**src/rtl/key_pkg.sv**
```systemverilog
// Shared definitions for the key debounce block: FSM state encoding,
// default filter length and counter sizing helper.
package key_pkg;

    typedef logic [1:0] key_state_t;

    localparam key_state_t REL    = 2'd0;
    localparam key_state_t WAIT_P = 2'd1;
    localparam key_state_t PRS    = 2'd2;
    localparam key_state_t WAIT_R = 2'd3;

    // 20 ms at 50 MHz
    localparam int DEFAULT_CNT_MAX = 1_000_000;

    function automatic int cnt_width(input int cnt_max);
        return $clog2(cnt_max);
    endfunction

endpackage

```
**src/rtl/key_debounce_ch.sv**
```systemverilog
// One debounce channel: 2-FF synchroniser, four-state filter FSM with a
// saturating stability counter, and registered level/press/release outputs.
module key_debounce_ch
    import key_pkg::*;
#(
    parameter int CNT_MAX = DEFAULT_CNT_MAX
) (
    input  logic sys_clk,
    input  logic sys_rst,
    input  logic key_in,
    output logic key_level,
    output logic key_press,
    output logic key_release
);

    localparam int                CW       = cnt_width(CNT_MAX);
    localparam logic [CW-1:0]     CNT_LAST = CW'(CNT_MAX - 1);

    logic [1:0]    r_sync;
    logic          w_s;
    key_state_t    r_state;
    logic [CW-1:0] r_cnt;
    logic          r_level;
    logic          r_press;
    logic          r_release;

    // Key is active-low; invert before synchronising so 0 means released.
    // NOTE: sequential state uses non-blocking assignments so every register
    // samples the pre-edge values of the others, exactly like the hardware.
    always_ff @(posedge sys_clk or posedge sys_rst) begin
        if (sys_rst) begin
            r_sync <= 2'b00;
        end else begin
            r_sync <= {r_sync[0], ~key_in};
        end
    end

    assign w_s = r_sync[1];

    // A level is accepted once CNT_MAX consecutive samples agree, so the
    // cap check comes before the bounce check on the accepting edge.
    always_ff @(posedge sys_clk or posedge sys_rst) begin
        if (sys_rst) begin
            r_state   <= REL;
            r_cnt     <= '0;
            r_level   <= 1'b0;
            r_press   <= 1'b0;
            r_release <= 1'b0;
        end else begin
            r_press   <= 1'b0;
            r_release <= 1'b0;
            case (r_state)
                REL: begin
                    if (w_s) begin
                        r_state <= WAIT_P;
                        r_cnt   <= '0;
                    end
                end
                WAIT_P: begin
                    if (r_cnt == CNT_LAST) begin
                        r_state <= PRS;
                        r_cnt   <= '0;
                        r_level <= 1'b1;
                        r_press <= 1'b1;
                    end else if (!w_s) begin
                        r_state <= REL;
                        r_cnt   <= '0;
                    end else begin
                        r_cnt <= r_cnt + 1'b1;
                    end
                end
                PRS: begin
                    if (!w_s) begin
                        r_state <= WAIT_R;
                        r_cnt   <= '0;
                    end
                end
                WAIT_R: begin
                    if (r_cnt == CNT_LAST) begin
                        r_state   <= REL;
                        r_cnt     <= '0;
                        r_level   <= 1'b0;
                        r_release <= 1'b1;
                    end else if (w_s) begin
                        r_state <= PRS;
                        r_cnt   <= '0;
                    end else begin
                        r_cnt <= r_cnt + 1'b1;
                    end
                end
                default: begin
                    r_state <= REL;
                    r_cnt   <= '0;
                end
            endcase
        end
    end

    assign key_level   = r_level;
    assign key_press   = r_press;
    assign key_release = r_release;

endmodule

```
**src/rtl/key_debounce.sv**
```systemverilog
// Multi-channel key conditioner: CH_NUM independent debounce channels.
module key_debounce
    import key_pkg::*;
#(
    parameter int CH_NUM  = 2,
    parameter int CNT_MAX = DEFAULT_CNT_MAX
) (
    input  logic              sys_clk,
    input  logic              sys_rst,
    input  logic [CH_NUM-1:0] key_in,
    output logic [CH_NUM-1:0] key_level,
    output logic [CH_NUM-1:0] key_press,
    output logic [CH_NUM-1:0] key_release
);

    for (genvar g = 0; g < CH_NUM; g++) begin : g_ch
        key_debounce_ch #(
            .CNT_MAX (CNT_MAX)
        ) u_ch (
            .sys_clk     (sys_clk),
            .sys_rst     (sys_rst),
            .key_in      (key_in[g]),
            .key_level   (key_level[g]),
            .key_press   (key_press[g]),
            .key_release (key_release[g])
        );
    end

endmodule

```
**config.mk**
```make
export PLATFORM = sky130hd
export DESIGN_NAME = key_debounce
export DESIGN_NICKNAME = d
export VERILOG_FILES = /design/src/rtl/key_pkg.sv /design/src/rtl/key_debounce_ch.sv /design/src/rtl/key_debounce.sv
export SDC_FILE = /design/constraint.sdc
export NUM_CORES = 1
export LEC_CHECK = 0
export CAP_MARGIN = 40
export CORE_ASPECT_RATIO = 0.75
export CORE_MARGIN = 3
export CORE_UTILIZATION = 58
export CTS_CLUSTER_SIZE = 16
export DETAILED_ROUTE_END_ITERATION = 8
export GPL_TIMING_DRIVEN = 0
export PLACE_DENSITY = 0.76
export SYNTH_ARGS = -nofsm -noshare
export SYNTH_HDL_FRONTEND = slang
export SYNTH_HIERARCHICAL = 1
export SYNTH_SLANG_ARGS = --single-unit
```
**constraint.sdc**
```tcl
create_clock -name sys_clk -period 4.27 [get_ports sys_clk]
set_input_delay 1.281 -clock sys_clk [delete_from_list [all_inputs] [get_ports sys_clk]]
set_output_delay 1.281 -clock sys_clk [all_outputs]
set_load 0.02 [all_outputs]
```
# --- After elaboration in Yosys (flattened, before gate mapping) ---
# Cells that the tools add are included.
# W data, S select, Z words.
totals:
  ff_bits: 54
  input_bits: 4
  out_inout_bits: 6
  wordCells: 86
classes:
  add_sub_neg: 2
  eq_ne: 20
  muxes: 40
  n_bitwise: 2
  n_reduce_logical: 10
ops:
  columns: ["op", "n"]
  rows:
  - ["$mux W20", 12]
  - ["$pmux W20 S4", 2]
  - ["$add A20 B1 Y20 const B", 2]
  - ["$eq A20 B20 Y1 const B", 2]
  - ["$mux W2", 12]
  - ["$pmux W2 S4", 2]
  - ["$ne A2 B1 Y1 const B", 6]
  - ["$mux W1", 10]
  - ["$eq A2 B2 Y1 const B", 4]
  - ["$reduce_and A4 Y1", 2]
  - ["$ne A3 B1 Y1 const B", 2]
  - ["$ne A3 B3 Y1 const B", 2]
  - ["$reduce_and A3 Y1", 2]
  - ["$eq A2 B1 Y1 const B", 2]
  - ["$logic_not A2 Y1", 2]
  - ["$ne A2 B2 Y1 const B", 2]
  - ["$pmux W1 S2", 2]
  - ["$reduce_and A2 Y1", 2]
  - ["$reduce_bool A2 Y1", 2]
  - ["$not A1 Y1", 2]

# --- Longest topological paths before layout ---
logic_depth:
  depth_word: 4
  depth_mapped: 8
  depth_no_buf: 6

# --- By module ---
# Netlist, hierarchy kept.
by_module_without_submodules:
  columns: ["mod", "n_inst", "cells_per_inst", "area_per_inst_um2", "seq_area_each_um2"]
  rows:
  - ["key_debounce_ch", 2, 142, 1353.8, 675.6]

# --- Least setup slack after synthesis ---
# Ideal clock, no wire load.
synth_path:
  kind: "register -> register"
  start: "register g_ch[0].u_ch.r_cnt[0]"
  end: "register g_ch[0].u_ch.r_cnt[3]"
  setup_ns: 0.121
  arrival_ns: 1.799
  required_ns: 4.149
  path_slack_ns: 2.350
  path_stages_with_launch: 8
  n_path_buf: 2
  period_less_slack_ns: 1.920
  path_cell_list: "dfrtp_1 ha_1 and3_1 nand3_2 o41a_1 buf_6 buf_6 a22o_1"
synth_between:
  elab_chain_cells: 4
  word_cells_on_any_way: 7
  cone_classes: "add/sub (1); eq/ne (1); mux (5)"
synth_rtl:
  columns: ["element", "line", "source"]
  rows:
  - ["start, declared", "key_debounce_ch.sv:22", "logic [CW-1:0] r_cnt;"]
  - ["start signal, assigned", "key_debounce_ch.sv:69", "r_cnt <= r_cnt + 1'b1;"]
  - ["start signal, assigned", "key_debounce_ch.sv:88", "r_cnt <= r_cnt + 1'b1;"]
  - ["$add A20 B1 Y20", "key_debounce_ch.sv:69, key_debounce_ch.sv:88", null]
  - ["$mux W20, on equally long branches", "key_debounce_ch.sv:84, key_debounce_ch.sv:65", null]
  - ["$mux W20, on equally long branches", "key_debounce_ch.sv:79, key_debounce_ch.sv:60", null]
  - ["$pmux W20 S4 (*)", "key_debounce_ch.sv:52", "case (r_state)"]
# Every way passes the cells marked *; elsewhere a longest branch is shown, timed or not.
# A chain may end at the register's enable or synchronous reset.

# --- Worst setup path after layout ---
layout_path:
  start: "register g_ch[1].u_ch.r_level"
  end: "output port key_level[1]"
layout_lines:
  columns: ["element", "line", "source"]
  rows:
  - ["start, declared", "key_debounce_ch.sv:23", "logic r_level;"]
  - ["start signal, assigned", "key_debounce_ch.sv:46", "r_level <= 1'b0;"]
  - ["start signal, assigned", "key_debounce_ch.sv:63", "r_level <= 1'b1;"]
  - ["start signal, assigned", "key_debounce_ch.sv:82", "r_level <= 1'b0;"]
  - ["end, declared", "key_debounce.sv:11", "output logic [CH_NUM-1:0] key_level,"]
# No word-level cell between the ends.

==> implementation parameters <==
Parameter                              Value

Timing
  Clock skew ... 6.020 ps
  Number of hold violations in the final report ... 0
  Pin slew with the least headroom to its limit ... 900.6 ps
  Highest clock frequency the design can meet ... between 0.3 and 0.4 GHz
  Setup total negative slack ... 0 ps
  Pins over their slew limit ... 0
  Tightest slew margin relative to the limit ... between 30% and 40%
  Setup violators final ... 0
  Unrepaired setup endpoints after global routing ... no
  Shortest period the worst path allows ... approximately 2600 ps
  Fin crit share ... 60.38%

Worst setup path
  Crit path DAT ... 1300 ps
  Crit-path max FO ... 2
  Data required time at the worst endpoint ... between 2000 and 3000 ps
  Cell type group with the largest total delay on the critical path ... buffers and inverters
  Startpoint types ... flop
  Critical path type ... flop to output port
  Cell depth of the worst setup path ... 1
  Critical path buffer and inverter count ... 1
  Crit-path slowest cell ... clkdlybuf4s50_1
  Cell Chain, Critical Path ... clkdlybuf4s50_1
  Max incr delay on CP ... 610 ps
  Capturing element type of the critical path ... output port
  Reg2reg path depth ... 6

Yosys
  Syn avg cell area ... around 9.5 um2
  Yosys top cell by area ... dfrtp_1
  Cell count after synthesis ... 284
  Async set or reset register ratio after synthesis ... 100.0%
  Fraction of the yosys area taken by sequential cells ... 49.91%
  Number of warnings issued by yosys ... 6
  Number of synthesized flops with an enable pin ... 0
  Most common flop cell mapped by yosys ... dfrtp_1
  Number of synthesized register bits ... 54
  Area contributors post-synth ... dfrtp_1, a31oi_1, nand2_1
  Number of different library cells in the post-synthesis netlist ... 34
  Top cell type's share of synthesized area ... between 40% and 50%
  Total nets after synthesis ... 290
  Total standard cell area after synthesis ... roughly 2700 um2

Global route
  Largest net degree at the start of global routing ... 17
  Number of antenna violations at the first check in global routing ... 0
  Global-route wire length before repair ... 10260 um
  Combined global-route utilization of all metal layers ... 23.63%
  Total global routing overflow ... 0
  Number of global-route vias before repair ... approximately 2200

Clock tree
  Max Root-Sink Buffers ... 2
  CTS H-tree depth ... 2
  CTS sink cnt ... 54
  Root buffer cell ... clkbuf_8
  CTS tree ... yes
  Later-pin clock latency in the skew report ... 320 ps
  Hold_buf cts ... 0
  CTS-repair resized insts ... 0
  Total CTS buffers ... 5
  Post-CTS repair timing setup buffer count ... 0
  Clock Pin Slew Worst Setup and Hold Paths ... 100 ps

Drt
  Wire length per cell after detailed routing ... 16.57 um
  Via count ... 2248
  Via-per-instance ratio ... 6.279
  ANT nets after route ... 0
  Residual DRC count ... 0
  Sum of routed wire length over all layers ... 5932 um
  First DRT Iteration DRCs ... 246
  Pre-antenna DRT Iters ... 5

Pwr
  Switching power summed over all nets ... 0.2197 mW
  Fraction of power consumed by combinational cells ... 6.8%
  Pwr Density ... 309.9 nW/um2
  Internal Dissipation ... 0.7159 mW
  Part of the total power dissipated in sequential elements ... ~56%
  Clock share of power ... a little under two fifths
  Leak Pwr ... ~1.3 nW
  Peak supply drop ... 262.1 uV
  Switching part of the total power ... 23.48%

Place
  Gp weighted congestion ... 0.8650
  Estimated wirelength of the detail-placed design ... approximately 4200 um
  Number of buffers inserted by port buffering ... 9
  Total cell area at the placement stage ... 2909 um2

Final layout
  Most used cells in the layout excluding fill and tap cells ... dfrtp_1, nand2_1, nand3_1, a31oi_1, nor2_1
  Ratio of cells with drive above 1 in the final layout ... 8.251%
  Final non-filler cell area ... 3019 um2
  Final nets ... between 300 and 400
  Most common cell after layout, fill and taps aside ... dfrtp_1
  Layout filler cell count ... slightly above 300
  Count of inserted antenna diode cells ... 0
  Post-route core utilization ... 70.56%
  Area added between synthesis and finish ... 11.51%

Run status
  Run status ... finished clean

Floorplanning
  Std-Cell Rows ... 20
  Die height ... 65.17 um
  Starting utilization of the core area ... 63.27%
  Area of the core ... 4279 um2
  Die W ... approximately 85 um
  Overall die area ... 5533 um2
  Number of top-level pins ... 10

Hold path
  Number of cells on the worst hold path ... 0
  Class of the tightest hold or removal check ... flop to flop

Run
  Max Cap Violations ... 0
[metal layers]
metal | wire length (um) | share of wire (%) | GRT usage, %
met5 | 0 | 0 | 0
met4 | 64 | 1.1 | 6.719
met3 | 404 | 6.8 | 6.391
met2 | 2510 | 42 | 34.18
met1 | 2953 | 50 | 35.00
[flip-flops by register name, summed over array words and instances, names as in the netlist]
name,flops
g_ch.u_ch/key_level,2
g_ch.u_ch/key_press,2
g_ch.u_ch/key_release,2
g_ch.u_ch/r_cnt,40
g_ch.u_ch/r_state,4
g_ch.u_ch/r_sync,4
[power groups by stage]
stage          registers, mW  clock network [mW]  logic [mW]
5_1_grt                0.522               0.375      0.0701
4_1_cts                0.521               0.355      0.0637
3_5_place_dp           0.532                   0      0.0632
2_1_floorplan          0.531                   0      0.0420
6_report               0.521               0.351      0.0634
3_3_place_gp           0.531                   0      0.0572
[stage by stage]
stage | worst slack, ps | std cells | hold slack [ps] | power [mW]
2_1_floorplan | 2350 | 284 | 331.2 | 0.5726
4_1_cts | 1683 | 358 | 366.4 | 0.9397
3_5_place_dp | 2033 | 350 | 343.4 | 0.5948
5_1_grt | 1655 | 358 | 381.3 | 0.9673
6_report | 1692 | 358 | 362.6 | 0.9356
3_3_place_gp | 1679 | 348 | 332.7 | 0.5884
[path summary, 6_finish.rpt]
path                                           to  slack (ps)                   start
setup / recovery                     key_level[1]        1690  g_ch[1].u_ch/key_level
hold / removal             g_ch[0].u_ch/r_sync[1]         360  g_ch[0].u_ch/r_sync[0]
setup reg to reg           g_ch[0].u_ch/key_level        2040   g_ch[0].u_ch/r_cnt[0]
hold reg to reg            g_ch[0].u_ch/r_sync[1]         360  g_ch[0].u_ch/r_sync[0]
max in group asynchronous  g_ch[1].u_ch/r_cnt[14]        2440                 sys_rst
min in group asynchronous  g_ch[0].u_ch/r_cnt[16]        1330                 sys_rst
[logic make-up (layout without fill, tap and decap cells)]
| family | after synthesis | after routing | synth area share, % |
|---|---|---|---|
| AND/OR/NAND/NOR | 118 | 118 | 21.90 |
| buffers and inverters | 22 | 41 | 4.528 |
| XOR/XNOR | 6 | 6 | 1.941 |
| adder cells (fa/ha/maj) | 2 | 2 | 0.9241 |
| flip-flops | 54 | 54 | 49.91 |
| AO/OA/AOI/OAI | 72 | 72 | 16.91 |
| multiplexers | 10 | 10 | 3.882 |
[cell usage after synthesis (4+ instances only)]
master and instances:
mux2_2 4, buf_6 4, nor4_1 6, dfrtp_1 54, nand2b_1 4, mux2i_1 6
and2_1 4, a22o_1 6, nand4_1 14, a31oi_1 22, inv_1 12, a21o_1 4
a21oi_1 18, a41oi_1 4, xnor2_1 4, nor2_1 20, o21ai_0 12, nor3_1 4
nand2_1 32, nand3_1 22
[area by class of cell]
class	count	area (um2)	area share [%]
inverters	12	45.04	1.492
clock inverters	2	37.54	1.243
multi-input cells	208	1234	40.86
repair buffers	11	132.6	4.393
well taps	55	68.82	2.279
clock buffers	6	72.57	2.404
plain buffers	10	77.57	2.569
flip-flops and latches	54	1351	44.76
[worst register-to-register path: stages, from the launching register on]
cell and delay (ps):
dfrtp_1 390, ha_1 220, and3_1 230, nand3_2 120
nor4_1 570, nand2_1 270, mux2_2 320
(Power assumes the default switching activity.)
